$ cat config.mk
export PLATFORM = sky130hd
export DESIGN_NAME = model_write_heads_parser
export DESIGN_NICKNAME = d
export VERILOG_FILES = /design/src/rtl/model_dnc_pkg.sv /design/src/rtl/model_write_heads_condition.sv /design/src/rtl/model_write_heads_parser.sv
export SDC_FILE = /design/constraint.sdc
export NUM_CORES = 1
export LEC_CHECK = 0
export CAP_MARGIN = 20
export CORE_ASPECT_RATIO = 1.25
export CORE_MARGIN = 1.5
export CORE_UTILIZATION = 45
export DETAILED_ROUTE_END_ITERATION = 6
export PLACE_DENSITY = 0.72
export SKIP_LAST_GASP = 1
export SYNTH_ARGS = -nofsm -noshare
export SYNTH_HDL_FRONTEND = slang
export SYNTH_SLANG_ARGS = --single-unit
$ cat constraint.sdc
create_clock -name CLK -period 9.16 [get_ports CLK]
set_clock_uncertainty 0.15 [all_clocks]
set_input_delay 0.916 -clock CLK [delete_from_list [all_inputs] [get_ports CLK]]
set_output_delay 0.916 -clock CLK [all_outputs]
set_load 0.01 [all_outputs]
$ cat src/rtl/model_dnc_pkg.sv
// model_dnc_pkg: shared DNC interface-parser types and fixed-point conditioning helpers.
package model_dnc_pkg;
    typedef enum logic [2:0] {IDLE, KEY, BETA, ERASE, WVEC, GA, GW, DONE} state_t;
    typedef logic signed [63:0] word_t;
    localparam int DNC_FRACTION = 32;
    localparam word_t ONE = word_t'(1) << DNC_FRACTION;
    localparam word_t MAX_POS = {1'b0, {63{1'b1}}};

    function automatic word_t clamp(input word_t x, input word_t one);
        return (x < 0) ? '0 : (x > one) ? one : x;
    endfunction

    // Comparing against MAX_POS - one first keeps the addition from ever overflowing.
    function automatic word_t oneplus(input word_t x, input word_t one);
        return (x <= 0) ? one : (x > MAX_POS - one) ? MAX_POS : one + x;
    endfunction
endpackage

$ cat src/rtl/model_write_heads_condition.sv
// model_write_heads_condition: routes one accepted word to its field, conditions it,
// and registers the per-field streams together with the head index.
module model_write_heads_condition
    import model_dnc_pkg::*;
#(
    parameter int DATA_SIZE = 64,
    parameter int FRACTION = 32,
    parameter int HW = 1
) (
    input  logic                 clk,
    input  logic                 rst,
    input  logic                 en,
    input  state_t               field,
    input  logic [HW-1:0]        head,
    input  logic [DATA_SIZE-1:0] x,
    output logic [HW-1:0]        head_q,
    output logic                 k_en,
    output logic                 beta_en,
    output logic                 e_en,
    output logic                 v_en,
    output logic                 ga_en,
    output logic                 gw_en,
    output logic [DATA_SIZE-1:0] k,
    output logic [DATA_SIZE-1:0] beta,
    output logic [DATA_SIZE-1:0] e,
    output logic [DATA_SIZE-1:0] v,
    output logic [DATA_SIZE-1:0] ga,
    output logic [DATA_SIZE-1:0] gw
);
    localparam word_t ONE_P = word_t'(1) << FRACTION;

    logic [DATA_SIZE-1:0] y;
    logic [5:0]           sel;

    always_comb begin
        y = (field == BETA) ? oneplus(x, ONE_P) : (field == KEY || field == WVEC) ? x : clamp(x, ONE_P);
        sel = en ? {field == GW, field == GA, field == WVEC, field == ERASE, field == BETA, field == KEY} : 6'b0;
    end

    always_ff @(posedge clk) begin
        if (!rst) begin
            head_q <= '0;
            {gw_en, ga_en, v_en, e_en, beta_en, k_en} <= '0;
            k <= '0;
            beta <= '0;
            e <= '0;
            v <= '0;
            ga <= '0;
            gw <= '0;
        end else begin
            {gw_en, ga_en, v_en, e_en, beta_en, k_en} <= sel;
            if (en) head_q <= head;
            if (sel[0]) k <= y;
            if (sel[1]) beta <= y;
            if (sel[2]) e <= y;
            if (sel[3]) v <= y;
            if (sel[4]) ga <= y;
            if (sel[5]) gw <= y;
        end
    end
endmodule

$ cat src/rtl/model_write_heads_parser.sv
// model_write_heads_parser: parses the H-head DNC write-interface stream into
// conditioned key/strength/erase/vector/gate streams tagged with their head index.
module model_write_heads_parser
    import model_dnc_pkg::*;
#(
    parameter int DATA_SIZE = 64,
    parameter int CONTROL_SIZE = 64,
    parameter int H = 4,
    parameter int W_MAX = 64,
    parameter int FRACTION = 32
) (
    input  logic                            CLK,
    input  logic                            RST,
    input  logic                            START,
    output logic                            READY,
    output logic                            BUSY,
    input  logic [CONTROL_SIZE-1:0]         SIZE_W_IN,
    input  logic                            XI_IN_ENABLE,
    input  logic [DATA_SIZE-1:0]            XI_IN,
    output logic [((H > 1) ? $clog2(H) : 1)-1:0] HEAD_OUT,
    output logic                            K_OUT_ENABLE,
    output logic [DATA_SIZE-1:0]            K_OUT,
    output logic                            BETA_OUT_ENABLE,
    output logic [DATA_SIZE-1:0]            BETA_OUT,
    output logic                            E_OUT_ENABLE,
    output logic [DATA_SIZE-1:0]            E_OUT,
    output logic                            V_OUT_ENABLE,
    output logic [DATA_SIZE-1:0]            V_OUT,
    output logic                            GA_OUT_ENABLE,
    output logic [DATA_SIZE-1:0]            GA_OUT,
    output logic                            GW_OUT_ENABLE,
    output logic [DATA_SIZE-1:0]            GW_OUT
);
    localparam int HW = (H > 1) ? $clog2(H) : 1;

    state_t                  state, next, first;
    logic [CONTROL_SIZE-1:0] wl, wl_in, word;
    logic [HW-1:0]           head;
    logic                    accept, last;

    always_comb begin
        wl_in = (SIZE_W_IN > CONTROL_SIZE'(W_MAX)) ? CONTROL_SIZE'(W_MAX) : SIZE_W_IN;
        accept = XI_IN_ENABLE && state != IDLE && state != DONE;
        last = word == wl - 1'b1;
        first = (wl == '0) ? BETA : KEY;
        next = state;
        case (state)
            IDLE:    next = START ? ((wl_in == '0) ? BETA : KEY) : IDLE;
            KEY:     next = (accept && last) ? BETA : KEY;
            BETA:    next = accept ? ((wl == '0) ? GA : ERASE) : BETA;
            ERASE:   next = (accept && last) ? WVEC : ERASE;
            WVEC:    next = (accept && last) ? GA : WVEC;
            GA:      next = accept ? GW : GA;
            GW:      next = accept ? ((head == HW'(H - 1)) ? DONE : first) : GW;
            default: next = IDLE;
        endcase
    end

    always_ff @(posedge CLK) begin
        if (!RST) begin
            state <= IDLE;
            wl <= '0;
            word <= '0;
            head <= '0;
        end else begin
            state <= next;
            if (state == IDLE && START) begin
                wl <= wl_in;
                word <= '0;
                head <= '0;
            end else if (accept && (state == KEY || state == ERASE || state == WVEC)) begin
                word <= last ? '0 : word + 1'b1;
            end
            if (accept && state == GW && head != HW'(H - 1)) head <= head + 1'b1;
        end
    end

    assign READY = state == DONE;
    assign BUSY = state != IDLE && state != DONE;

    model_write_heads_condition #(.DATA_SIZE(DATA_SIZE), .FRACTION(FRACTION), .HW(HW)) u_cond (
        .clk(CLK), .rst(RST), .en(accept), .field(state), .head(head), .x(XI_IN),
        .head_q(HEAD_OUT),
        .k_en(K_OUT_ENABLE), .beta_en(BETA_OUT_ENABLE), .e_en(E_OUT_ENABLE),
        .v_en(V_OUT_ENABLE), .ga_en(GA_OUT_ENABLE), .gw_en(GW_OUT_ENABLE),
        .k(K_OUT), .beta(BETA_OUT), .e(E_OUT), .v(V_OUT), .ga(GA_OUT), .gw(GW_OUT)
    );
endmodule

### Word-level counts from Yosys, hierarchy flattened

Cells that the tools add are included.

| cells by class | value |
|---|---|
| div/mod/pow operators | 0 |
| reductions and logical operators | 17 |
| bitwise logic cells | 1 |
| equal/unequal tests | 11 |
| magnitude comparators | 5 |
| $mul | 0 |
| $add $sub $neg | 4 |
| mux-type cells | 23 |
| shift-type cells | 0 |

Operators with widths:

| kind | count |
|---|---|
| $mux 64 | 8 |
| $logic_not 64->1 | 2 |
| $add 34x64->64 const A | 1 |
| $add 64x1->64 const B | 1 |
| $eq 64x64->1 | 1 |
| $gt 64x34->1 const B | 1 |
| $gt 64x64->1 const B | 1 |
| $gt 64x7->1 const B | 1 |
| $le 64x1->1 const B | 1 |
| $lt 64x1->1 const B | 1 |
| $sub 64x1->64 const B | 1 |
| $pmux 3 s7 | 1 |
| $mux 3 | 5 |
| $mux 2 | 7 |
| $eq 3x3->1 const B | 4 |
| $logic_and 1x1->1 | 8 |
| $eq 3x2->1 const B | 2 |
| $mux 6 | 1 |
| $eq 3x1->1 const B | 1 |
| $logic_not 3->1 | 1 |
| $logic_or 1x1->1 | 3 |
| $ne 3x3->1 const B | 1 |
| $reduce_bool 3->1 | 1 |
| $add 2x1->2 const B | 1 |
| other kinds (6) | 6 |

| storage, ports and cells | value |
|---|---|
| bits in latches | 0 |
| memory bits (read-only) | 0 |
| input port bits | 132 |
| memory bits (writable) | 0 |
| output and inout port bits | 394 |
| register bits | 525 |
| memories | 0 |

### Depth between registers and ports, before layout

| depth | value |
|---|---|
| depth in word-level cells | 6 |
| depth in mapped cells | 13 |
| gate-level depth less buffers | 11 |

### Modules after synthesis

From an unflattened synthesis, not the netlist that was laid out.

| unflattened totals | value |
|---|---|
| cells, all modules | 2,563 |
| area total of the unflattened synthesis | 22,410.2 um2 |

By module, submodules not included:

| module | cells an instance | area an instance (um2) | seq. area each (um2) | instances |
|---|---|---|---|---|
| model_write_heads_condition | 1,588 | 14,559.0 | 7,847.5 | 1 |
| model_write_heads_parser | 975 | 7,851.3 | 2,662.6 | 1 |

### Least setup slack after synthesis

OpenSTA, ideal clock, no wires.

| timing | value |
|---|---|
| path kind | register to register |
| start | register wl[38] |
| end | register word[44] |
| buffers on the path | 2 |
| setup slack | 4.843 ns |
| arrival time | 4.030 ns |
| period minus slack after synthesis | 4.317 ns |
| cell stages (with the launch flop) | 12 |
| path through | dfxtp_1 buf_6 or4_4 or3_4 or4_4 or3_1 a2111oi_1 nand4_1 or4_4 nor4_4 buf_6 nor4_2 |

| on the way | value |
|---|---|
| cells in the longest elaborated chain, start to end | 3 |

RTL lines:

| what | line | source |
|---|---|---|
| from (decl) | model_write_heads_parser.sv:37 | `logic [CONTROL_SIZE-1:0] wl, wl_in, word;` |
| from (signal assigned) | model_write_heads_parser.sv:68 | `wl <= wl_in;` |
| $sub 64x1->64 | model_write_heads_parser.sv:44 | `last = word == wl - 1'b1;` |
| $eq 64x64->1 | model_write_heads_parser.sv:44 |  |
| $mux 64 | model_write_heads_parser.sv:72 | `word <= last ? '0 : word + 1'b1;` |
| to (signal assigned) | model_write_heads_parser.sv:72 |  |
| to (decl) | model_write_heads_parser.sv:37 |  |

Every way passes these cells.
A chain may end at the register's enable or synchronous reset.

### Worst setup path after layout

| timing | value |
|---|---|
| start | register wl[7] |
| end | register word[43] |

Same word-level chain as after synthesis.

==> results_dict.tcl <==
set metrics [dict create \
    slowest_stage "nor4_1" \
    path_cells "nor4_1 -> nand3_1 -> or3_1 -> or3_1 -> a2111oi_1 -> nand4_1 -> or4_4 -> nor4_4 -> buf_4 -> nor4_1" \
    tightest_slew_ns 1.14 \
    first_global_vias 21288 \
    p_clk_share_pct 47.0 \
    area_growth_pct 33.3 \
    hp-class "reg -> reg" \
    min_from "u_cond.beta[63]" \
    fp.coreArea_mm2 0.0502 \
    syn-mean-instance-area_um2 8.41 \
    critPathMaxFanout 55 \
    synth-main-ff-cell "dfxtp_1" \
    worst-path-buf-inv 1 \
    die_area_mm2 0.0520 \
    slew_headroom_pct 23.7 \
    wl_um 84700 \
    grt_pass1_wl_um 126000 \
    wl_per_cell_um 22.0 \
    p_leak_nw 11.3 \
    cp.required_ns 9.45 \
    arrival_ns 5.68 \
    synth_warnings 0 \
    h-tree-depth 2 \
    cts_buffers 52 \
    p_switching_mw 1.21 \
    clk_latency_ns 0.61 \
    vias 21995 \
    initial_core_util_pct 45.4 \
    whs_ns 0.314 \
    switching_share_pct 23.9 \
    drc_errors 0 \
    hold_viol 0 \
    die_x_um 204 \
    hpwlAfterDp_um 60900 \
    rsz0062_at_grt "false" \
    final.fill_count 4432 \
    cpLargestDelayFamily "simple AND/OR/NAND/NOR gates" \
    ys_ff_latch 525 \
    setup-tns-final_ns 0 \
    nNetsFinal 3270 \
    cts_sinks 525 \
    fin_crit_ns 5.39 \
    post_cts_buffers 0 \
    postSynthCellCount 2710 \
    gp_congestion 0.954 \
    dp_slack_ns 3.47 \
    utilization_pct 60.5 \
    synth-edff-count 0 \
    pwr-share-comb_pct 7.3 \
    cap_violations 0 \
    first_pass_iters 6 \
    seqCellArea_mm2 0.0105 \
    crit_start "wl[7]" \
    overflow 0 \
    cts_tree "built" \
    finalMaxSlewViolations 0 \
    die_y_um 255 \
    root_buffer "clkbuf_16" \
    cp-end-kind "flip-flop" \
    cp-start-kind "flip-flop" \
    fp-row-count 92 \
    grt_max_degree 119 \
    setup_viol 0 \
    syn_nets 2849 \
    grt_usage_pct 31.2 \
    drtIter0Drc 1550 \
    io_buffers 525 \
    async_flop_share_pct 0 \
    antenna_left 0 \
    power_density_mw_per_mm2 167 \
    worstReg2RegStart "wl[7]" \
    io_pins 526 \
    multi_input_area_mm2 0.0115 \
    viasPerCell 5.73 \
    seq_power_share_pct 45.7 \
    fmax_mhz 185 \
    drive_above_1_share_pct 5.29 \
    cts.clk_slew.worst_paths_ns 0.06 \
    worst-setup-path-type "reg -> reg" \
    postCtsHoldBufs 0 \
    setup_ws_ns 3.77 \
    post_cts_resized 0 \
    synth_area_mm2 0.0228 \
    ys_seq_area_share_pct 46.1 \
    outcome "completed" \
    slowest_delay_ns 0.72 \
    reg2reg_slack_ns 3.77 \
    p_int_mw 3.85 \
    ys_types 68 \
    clk_path_buf_depth 3 \
    fin_crit_sh_pct 58.9 \
    ir_drop_mv 0.160 \
    antenna_found_initial 8 \
]
cell usage after synthesis, drive strengths merged (10+ instances only):
library cell | count | area (um^2)
and4 | 13 | 114
and3 | 177 | 1110
or4 | 11 | 96.3
nor3 | 62 | 310
nor2 | 341 | 1280
a22o | 10 | 87.6
clkbuf | 178 | 668
nand2b | 14 | 87.6
xor2 | 64 | 561
a21oi | 31 | 155
a211oi | 83 | 623
o21ai | 152 | 761
xnor2 | 90 | 788
nand2 | 283 | 1060
a31oi | 12 | 75.1
a22oi | 20 | 150
nand3 | 74 | 370
inv | 28 | 105
nor4 | 135 | 891
o21a | 131 | 983
o31ai | 14 | 105
and2 | 83 | 519
dfxtp | 525 | 10500
or3 | 19 | 125
nand4 | 52 | 325
or2 | 10 | 62.6
power groups by stage:
stage	sequential [mW]	clock [mW]	combinational, mW
floorplan	2.37	0	0.172
global placement	2.36	0	0.354
detailed placement	2.36	0	0.359
CTS	2.31	2.40	0.360
global route	2.31	2.50	0.393
finish	2.31	2.38	0.369
flip-flops by register name (all words and copies together), names as in the netlist:
signal and flops:
u_cond.gw 64, u_cond.ga 64, word 64, state 3, u_cond.beta 64, u_cond.v 64
u_cond.k 64, u_cond.e_en 1, u_cond.gw_en 1, u_cond.e 64, u_cond.beta_en 1, wl 64
head 2, u_cond.head_q 2, u_cond.k_en 1, u_cond.ga_en 1, u_cond.v_en 1
cell usage in the layout, fill, tap and decap left out, types with 90 or more instances in the layout:
| cell type | netlist | routed |
|---|---|---|
| dfxtp_1 | 525 | 525 |
| and3_1 | 176 | 174 |
| nand2_1 | 283 | 281 |
| xnor2_1 | 90 | 90 |
| nor2_1 | 341 | 338 |
| clkdlybuf4s50_1 | 0 | 524 |
| nor4_1 | 129 | 129 |
| o21ai_0 | 152 | 152 |
| o21a_1 | 131 | 131 |
cell type report:
| cell class | instances | area share [%] |
|---|---|---|
| diodes | 8 | 0.0659 |
| clock buffers | 65 | 4.78 |
| clock inverters | 33 | 1.49 |
| inverters | 28 | 0.371 |
| multi-input cells | 1971 | 37.9 |
| flip-flops and latches | 525 | 34.6 |
| well taps | 658 | 2.71 |
| repair buffers | 553 | 18.1 |
tightest hold or removal path, stage by stage, from the launching register on:
cell	delay, ns
dfxtp_1	0.32
nand2_1	0.05
a21oi_1	0.05
per-layer routing:
metal  track usage, %  share of wire [%]  wire length [um]
met1             34.8                 38             31800
met2             54.5                 50             42000
met3             8.29                7.8              6620
met4             15.9                5.1              4280
met5                0                  0                 0
metrics by stage:
| step | total power [mW] | area (um^2) | cells |
|---|---|---|---|
| final | 5.06 | 30400 | 3841 |
| after global routing | 5.20 | 30400 | 3841 |
| after global placement | 2.71 | 28400 | 3731 |
| after floorplan | 2.54 | 22800 | 2710 |
| after detailed placement | 2.72 | 28400 | 3732 |
| after CTS | 5.07 | 30300 | 3830 |
worst paths after layout:
check	to	cells past startpoint
min	u_cond.beta[63]	2
max reg2reg	word[43]	10
max	word[43]	10
min reg2reg	u_cond.beta[63]	2
cells by family after synthesis:
| logic type | count (synthesis) | synth area share [%] |
|---|---|---|
| buffers and inverters | 214 | 3.76 |
| and+or+nand+nor | 1309 | 29.1 |
| AOI/OAI and AO/OA | 495 | 14.4 |
| adders and majority gates | 7 | 0.384 |
| muxes | 6 | 0.269 |
| DFF | 525 | 46.1 |
| xor gates and xnor gates | 154 | 5.92 |
No activity file was read; power rests on OpenSTA's default activity.
